**src/rtl/serial_adder_pkg.sv**
```systemverilog
// serial_adder_pkg
// Shared definitions for the bit-serial adder slice.
// Contents:
//   state_e - FSM state encoding (binary): IDLE, SHIFT, DONE.
// The operand width is not defined here. It remains a parameter of the
// modules that use this package.
package serial_adder_pkg;

  typedef enum logic [1:0] {
    ST_IDLE  = 2'd0,
    ST_SHIFT = 2'd1,
    ST_DONE  = 2'd2
  } state_e;

endpackage

```
**src/rtl/serial_adder_8_if.sv**
```systemverilog
// serial_adder_8_if
// Request/result bundle for the bit-serial adder.
// Signals:
//   start       - request to begin an addition
//   a_in, b_in  - operands, WIDTH bits
//   cin         - carry-in
//   busy        - addition in progress
//   done        - one-cycle pulse, sum/cout valid
//   sum, cout   - registered result and carry-out
// Modports:
//   master - requester side (drives start/operands)
//   slave  - adder side (drives busy/done/results)
interface serial_adder_8_if #(
  parameter int WIDTH = 8
);

  logic             start;
  logic [WIDTH-1:0] a_in;
  logic [WIDTH-1:0] b_in;
  logic             cin;
  logic             busy;
  logic             done;
  logic [WIDTH-1:0] sum;
  logic             cout;

  modport master (
    output start, a_in, b_in, cin,
    input  busy, done, sum, cout
  );

  modport slave (
    input  start, a_in, b_in, cin,
    output busy, done, sum, cout
  );

endinterface

```
**src/rtl/serial_adder_8_fa_cell.sv**
```systemverilog
// fa_cell
// One-bit combinational full adder. The serial adder reuses this single
// cell once per clock.
// Ports:
//   a, b, c - addend bits and carry-in
//   s       - sum bit
//   cout    - carry-out
module fa_cell (
  input  logic a,
  input  logic b,
  input  logic c,
  output logic s,
  output logic cout
);

  assign s    = a ^ b ^ c;
  assign cout = (a & b) | (a & c) | (b & c);

endmodule

```
**src/rtl/serial_adder_8.sv**
```systemverilog
// serial_adder_8
// Bit-serial adder. The operands are processed LSB first through one
// full-adder cell, one bit per clock.
// Ports:
//   clk   - system clock, rising edge
//   rst_n - asynchronous active-low reset
//   bus   - serial_adder_8_if.slave: start/a_in/b_in/cin in,
//           busy/done/sum/cout out (all outputs come from flops)
// Timing:
//   Count the accepting edge as edge 0. busy is high in cycles 1..WIDTH.
//   done pulses in cycle WIDTH+1. If start is held high, the next
//   operation is accepted one cycle later.
import serial_adder_pkg::*;

module serial_adder_8 #(
  parameter int WIDTH = 8
) (
  input  logic              clk,
  input  logic              rst_n,
  serial_adder_8_if.slave   bus
);

  localparam int                CNT_W    = $clog2(WIDTH);
  localparam logic [CNT_W-1:0]  LAST_CNT = CNT_W'(WIDTH - 1);

  state_e             state_q, state_d;
  logic [WIDTH-1:0]   a_q, a_d;
  logic [WIDTH-1:0]   b_q, b_d;
  logic [WIDTH-1:0]   psum_q, psum_d;
  logic               carry_q, carry_d;
  logic [CNT_W-1:0]   cnt_q, cnt_d;
  logic [WIDTH-1:0]   sum_q, sum_d;
  logic               cout_q, cout_d;
  logic               done_q, done_d;
  logic               busy_q, busy_d;

  logic               cell_s;
  logic               cell_c;

  fa_cell u_fa_cell (
    .a    (a_q[0]),
    .b    (b_q[0]),
    .c    (carry_q),
    .s    (cell_s),
    .cout (cell_c)
  );

  // busy_d and done_d are derived from the current state. As a result,
  // busy and done are each one cycle behind the state register. The
  // outputs still come straight from flops.
  always_comb begin
    state_d = state_q;
    a_d     = a_q;
    b_d     = b_q;
    psum_d  = psum_q;
    carry_d = carry_q;
    cnt_d   = cnt_q;
    sum_d   = sum_q;
    cout_d  = cout_q;
    done_d  = 1'b0;
    busy_d  = (state_q == ST_SHIFT);

    case (state_q)
      ST_IDLE: begin
        if (bus.start) begin
          a_d     = bus.a_in;
          b_d     = bus.b_in;
          carry_d = bus.cin;
          cnt_d   = '0;
          state_d = ST_SHIFT;
        end
      end
      ST_SHIFT: begin
        psum_d  = {cell_s, psum_q[WIDTH-1:1]};
        carry_d = cell_c;
        a_d     = a_q >> 1;
        b_d     = b_q >> 1;
        // The counter is cleared on the last bit, so it never wraps
        // in the middle of an operation.
        if (cnt_q == LAST_CNT) begin
          cnt_d   = '0;
          state_d = ST_DONE;
        end else begin
          cnt_d   = cnt_q + 1'b1;
        end
      end
      ST_DONE: begin
        sum_d   = psum_q;
        cout_d  = carry_q;
        done_d  = 1'b1;
        state_d = ST_IDLE;
      end
      default: begin
        state_d = ST_IDLE;
      end
    endcase
  end

  // State and datapath registers. Reset clears every register at once,
  // which also aborts an addition in progress.
  always_ff @(posedge clk or negedge rst_n) begin
    if (!rst_n) begin
      state_q <= ST_IDLE;
      a_q     <= '0;
      b_q     <= '0;
      psum_q  <= '0;
      carry_q <= 1'b0;
      cnt_q   <= '0;
      sum_q   <= '0;
      cout_q  <= 1'b0;
      done_q  <= 1'b0;
      busy_q  <= 1'b0;
    end else begin
      state_q <= state_d;
      a_q     <= a_d;
      b_q     <= b_d;
      psum_q  <= psum_d;
      carry_q <= carry_d;
      cnt_q   <= cnt_d;
      sum_q   <= sum_d;
      cout_q  <= cout_d;
      done_q  <= done_d;
      busy_q  <= busy_d;
    end
  end

  assign bus.busy = busy_q;
  assign bus.done = done_q;
  assign bus.sum  = sum_q;
  assign bus.cout = cout_q;

endmodule

```
**src/flat_wrapper.sv**
```systemverilog
// flat-port wrapper written by rule: the top's interface ports become plain ports
module serial_adder_8_flat 
#(
  parameter int WIDTH = 8
)
  (clk, rst_n, bus_start, bus_a_in, bus_b_in, bus_cin, bus_busy, bus_done, bus_sum, bus_cout);
  serial_adder_8_if #(.WIDTH(WIDTH)) bus_i ();
  input  logic clk;
  input  logic rst_n;
  input wire logic [$bits(bus_i.start)-1:0] bus_start;
  input wire logic [$bits(bus_i.a_in)-1:0] bus_a_in;
  input wire logic [$bits(bus_i.b_in)-1:0] bus_b_in;
  input wire logic [$bits(bus_i.cin)-1:0] bus_cin;
  output wire logic [$bits(bus_i.busy)-1:0] bus_busy;
  output wire logic [$bits(bus_i.done)-1:0] bus_done;
  output wire logic [$bits(bus_i.sum)-1:0] bus_sum;
  output wire logic [$bits(bus_i.cout)-1:0] bus_cout;
  assign bus_i.start = bus_start;
  assign bus_i.a_in = bus_a_in;
  assign bus_i.b_in = bus_b_in;
  assign bus_i.cin = bus_cin;
  assign bus_busy = bus_i.busy;
  assign bus_done = bus_i.done;
  assign bus_sum = bus_i.sum;
  assign bus_cout = bus_i.cout;
  serial_adder_8 #(.WIDTH(WIDTH)) u_core (.clk(clk), .rst_n(rst_n), .bus(bus_i));
endmodule
```
**config.mk**
```make
export PLATFORM = sky130hd
export DESIGN_NAME = serial_adder_8_flat
export DESIGN_NICKNAME = d
export VERILOG_FILES = /design/src/rtl/serial_adder_pkg.sv /design/src/rtl/serial_adder_8_if.sv /design/src/rtl/serial_adder_8_fa_cell.sv /design/src/rtl/serial_adder_8.sv /design/src/flat_wrapper.sv
export SDC_FILE = /design/constraint.sdc
export NUM_CORES = 1
export LEC_CHECK = 0
export ABC_AREA = 0
export CORE_ASPECT_RATIO = 1.1
export CORE_MARGIN = 5
export CORE_UTILIZATION = 40
export CTS_BUF_LIST = sky130_fd_sc_hd__clkbuf_4
export CTS_CLUSTER_SIZE = 14
export DETAILED_ROUTE_END_ITERATION = 7
export PLACE_DENSITY = 0.7
export RECOVER_POWER = 25
export SYNTH_ARGS = -nofsm -noshare
export SYNTH_HDL_FRONTEND = slang
export SYNTH_SLANG_ARGS = --single-unit
```
**constraint.sdc**
```tcl
create_clock -name clk -period 2.4 [get_ports clk]
set_input_delay 0.36 -clock clk [delete_from_list [all_inputs] [get_ports clk]]
set_output_delay 0.36 -clock clk [all_outputs]
set_load 0.1 [all_outputs]
```
==> impl_results.rst <==
.. list-table::
   :header-rows: 1

   * - Metric
     - Value
   * - Root Driver
     - clkbuf_4
   * - Type of destination of the critical path
     - flop
   * - Status
     - complete, no violations
   * - Die Footprint
     - 0.00628 mm^2
   * - Crit path time final
     - 1550 ps
   * - Final ANT Viol Nets
     - 0
   * - Worst max-slew margin expressed relative to the limit
     - 0.416
   * - Via total after detailed routing
     - 1230
   * - Data required, critical path
     - 2630 ps
   * - DRC violations left
     - 0
   * - Layout Skew
     - ~6.7 ps
   * - Initial antenna violation count
     - 0
   * - Number of cell instances on the worst register-to-register path
     - 3
   * - Final hold violation count
     - 0
   * - Row count
     - 26
   * - Crit share post-route
     - 0.645
   * - Number of fillers in the final layout
     - 415
   * - Internal Power
     - 1.85 mW
   * - Highest ir drop seen on vdd
     - 421 uV
   * - Cell taking the most area after synthesis
     - dfrtp_1
   * - Fraction of the yosys area taken by sequential cells
     - 0.535
   * - Number of buffers inserted by hold repair at cts
     - 0
   * - Number of clock buffers inserted by TritonCTS
     - 5
   * - Placer congestion estimate
     - 0.773
   * - Slew at the pin with the worst max-slew slack
     - 876 ps
   * - Vias in the first global route
     - around 1300
   * - Power density over the cells
     - 1420 mW/mm^2
   * - Initial standard-cell utilization of the core
     - 0.412
   * - Cell types occupying the most area after synthesis
     - dfrtp_1 53%, mux2_1 8.8%, a211oi_2 7.2%, nor4b_1 6.8%, nor3b_1 4.7%
   * - Overall power
     - approximately 3.3 mW
   * - Gate power share
     - 0.502
   * - Number of maximum-capacitance violations
     - 0
   * - Number of standard cells in the final layout excluding fillers
     - 231
   * - Post_cts resized
     - 0
   * - Wire length per cell
     - about 15 um
   * - Post-route cell area
     - 0.00229 mm^2
   * - DRC marker count from the first detailed-route iteration
     - 13
   * - Max Clock Freq
     - 0.646 GHz
   * - Post CTS Setup Buffer Count
     - 0
   * - Worst Setup Start Kind
     - flop
   * - Longest Clk Path Bufs
     - 2
   * - Wire length of the first global-routing pass
     - 6.27 mm
   * - Arrival @ worst endpoint
     - approximately 1800 ps
   * - Highest fanout seen on the critical path
     - 11
   * - ANT cells
     - 0
   * - Mean number of vias per cell
     - 5.32
   * - Area of the mapped netlist
     - 0.00192 mm^2
   * - Number of sinks driven by the clock tree
     - slightly above 40
   * - Post-route worst setup slack
     - ~850 ps
   * - Die outline height
     - 82.6 um
   * - Final Net Count
     - 197
   * - Level count of the clock H-tree
     - 2
   * - Syn Area/Cell
     - ~13 um^2
   * - Fraction of final layout cells with drive strength greater than 1
     - 0.246
   * - Post-route setup TNS
     - 0 ps
   * - Most common library cell in the layout ignoring fill and taps
     - dfrtp_1
   * - Clock tree from TritonCTS
     - done
   * - Clock Pin Slew Worst Setup and Hold Paths
     - 110 ps
   * - Final WL
     - 3.41 mm
   * - Core box area
     - 0.00465 mm^2
   * - Synthesized instance count
     - 144
   * - Core occupancy in the finished layout
     - 0.493
   * - Remaining Overflow, GRT
     - 0
   * - Die X
     - 76.0 um
   * - Net switching fraction of the power
     - 0.433
   * - Insertion delay of the later-clocked pin in the worst-skew pair
     - 340 ps
   * - Leakage
     - just over 1 nW
   * - Number of buffer cells added on primary ports
     - 30
   * - Slew Limit Fails
     - 0
   * - Net Switching
     - 1.41 mW
   * - Total global-route track usage
     - 0.122
   * - Pre-CTS setup slack
     - ~560 ps
   * - Pin count of the biggest net entering global routing
     - between 40 and 50
   * - Number of nets in the synthesized netlist
     - 167
   * - Relative area change from synthesis to final layout
     - 19.5%
   * - Library cells used by synthesis
     - 22
   * - Hold/Removal Path Class
     - input port to asynchronous set/reset pin
   * - Clock power share
     - 0.136
   * - Placed instance area
     - 0.00221 mm^2
   * - Unrepaired setup endpoints after global routing
     - no
   * - Type of the setup path with the least slack
     - flop to flop
   * - # placed instances
     - 223
   * - Worst hold slack
     - ~130 ps
   * - Setup-failing EPs final
     - 0
   * - Yosys top cell area share
     - 0.535
   * - Register bit total from synthesis
     - 41
   * - Sequential share of power
     - 0.362
   * - Post-detail-place hpwl
     - approximately 2.4 mm
   * - TritonRoute pass-1 iters
     - 4
   * - Top-Level Pins
     - 31
   * - Number of warnings issued by yosys
     - 0
   * - Most frequent cells in the layout
     - 41 x dfrtp_1, 18 x clkdlybuf4s50_1, 17 x inv_1
==> sequential cells by signal, indices dropped and copies added (netlist names) <==
register         flops
u_core.a_q           8
u_core.b_q           8
u_core.bus.sum       8
u_core.psum_q        8
u_core.cnt_q         3
u_core.state_q       2
u_core.bus.busy      1
u_core.bus.cout      1
u_core.bus.done      1
u_core.carry_q       1
==> worst max-delay path, cell delays in order, from the launching register on <==
cell	delay, ps
dfrtp_1	480
nand2b_1	320
inv_2	290
mux2_1	350
==> final timing paths <==
check,startpoint,end,slack (ps)
worst max-delay path,u_core.state_q[1],u_core.psum_q[7],850
worst min-delay path,rst_n,u_core.bus.sum[6],130
worst max register to register,u_core.state_q[1],u_core.psum_q[7],850
worst min register to register,u_core.bus.sum[6],u_core.bus.sum[6],500
max in group asynchronous,rst_n,u_core.bus.sum[1],1730
min in group clk,u_core.bus.sum[6],u_core.bus.sum[6],500
==> kinds of logic (layout without fill, tap and decap cells) <==
logic type	Yosys count	count (layout)	share of synthesized area
buffers and inverters	30	61	0.0789
flip-flops	41	41	0.535
AO/OA/AOI/OAI	22	22	0.133
multiplexers	17	17	0.104
AND/OR/NAND/NOR	31	31	0.126
adder cells (fa/ha/maj)	3	3	0.0235
==> per-layer routing <==
metal / vias to the layer above / part of all wire / GRT usage
met2: 36 / 0.49 / 0.201
met5: - / 0 / 0
met1: 615 / 0.44 / 0.154
met4: 0 / 0.0085 / 0.0320
met3: 4 / 0.063 / 0.0434
li1: 575 / - / -
==> cell usage after synthesis (all sizes together) <==
library cell and instances:
clkbuf 2, a211oi 11, inv 18, a32o 1
a21oi 1, mux2 17, o21bai 1, nor2b 1
fa 1, nor2 2, nand2b 1, nor4b 15
dfrtp 41, buf 10, a22o 4, a221oi 4
ha 2, nor3b 12
==> power by group through the flow <==
stage / logic [mW] / clock network (mW) / registers (mW)
after global placement: 1.60 / 0 / 1.19
after CTS: 1.66 / 0.458 / 1.19
after floorplan: 0.967 / 0 / 1.59
after global routing: 1.81 / 0.484 / 1.22
after detailed placement: 1.66 / 0 / 1.20
final: 1.64 / 0.444 / 1.18
==> final cells by class <==
class	instances	area, um^2	share of cell area
Sequential cell	41	1030	0.448
Multi-Input combinational cell	73	744	0.325
Timing Repair Buffer	35	305	0.133
Tap cell	56	70.1	0.0306
Inverter	18	67.6	0.0295
Clock buffer	6	45.0	0.0197
Clock inverter	2	33.8	0.0147
Note: power is estimated with default switching activity, not from simulation.
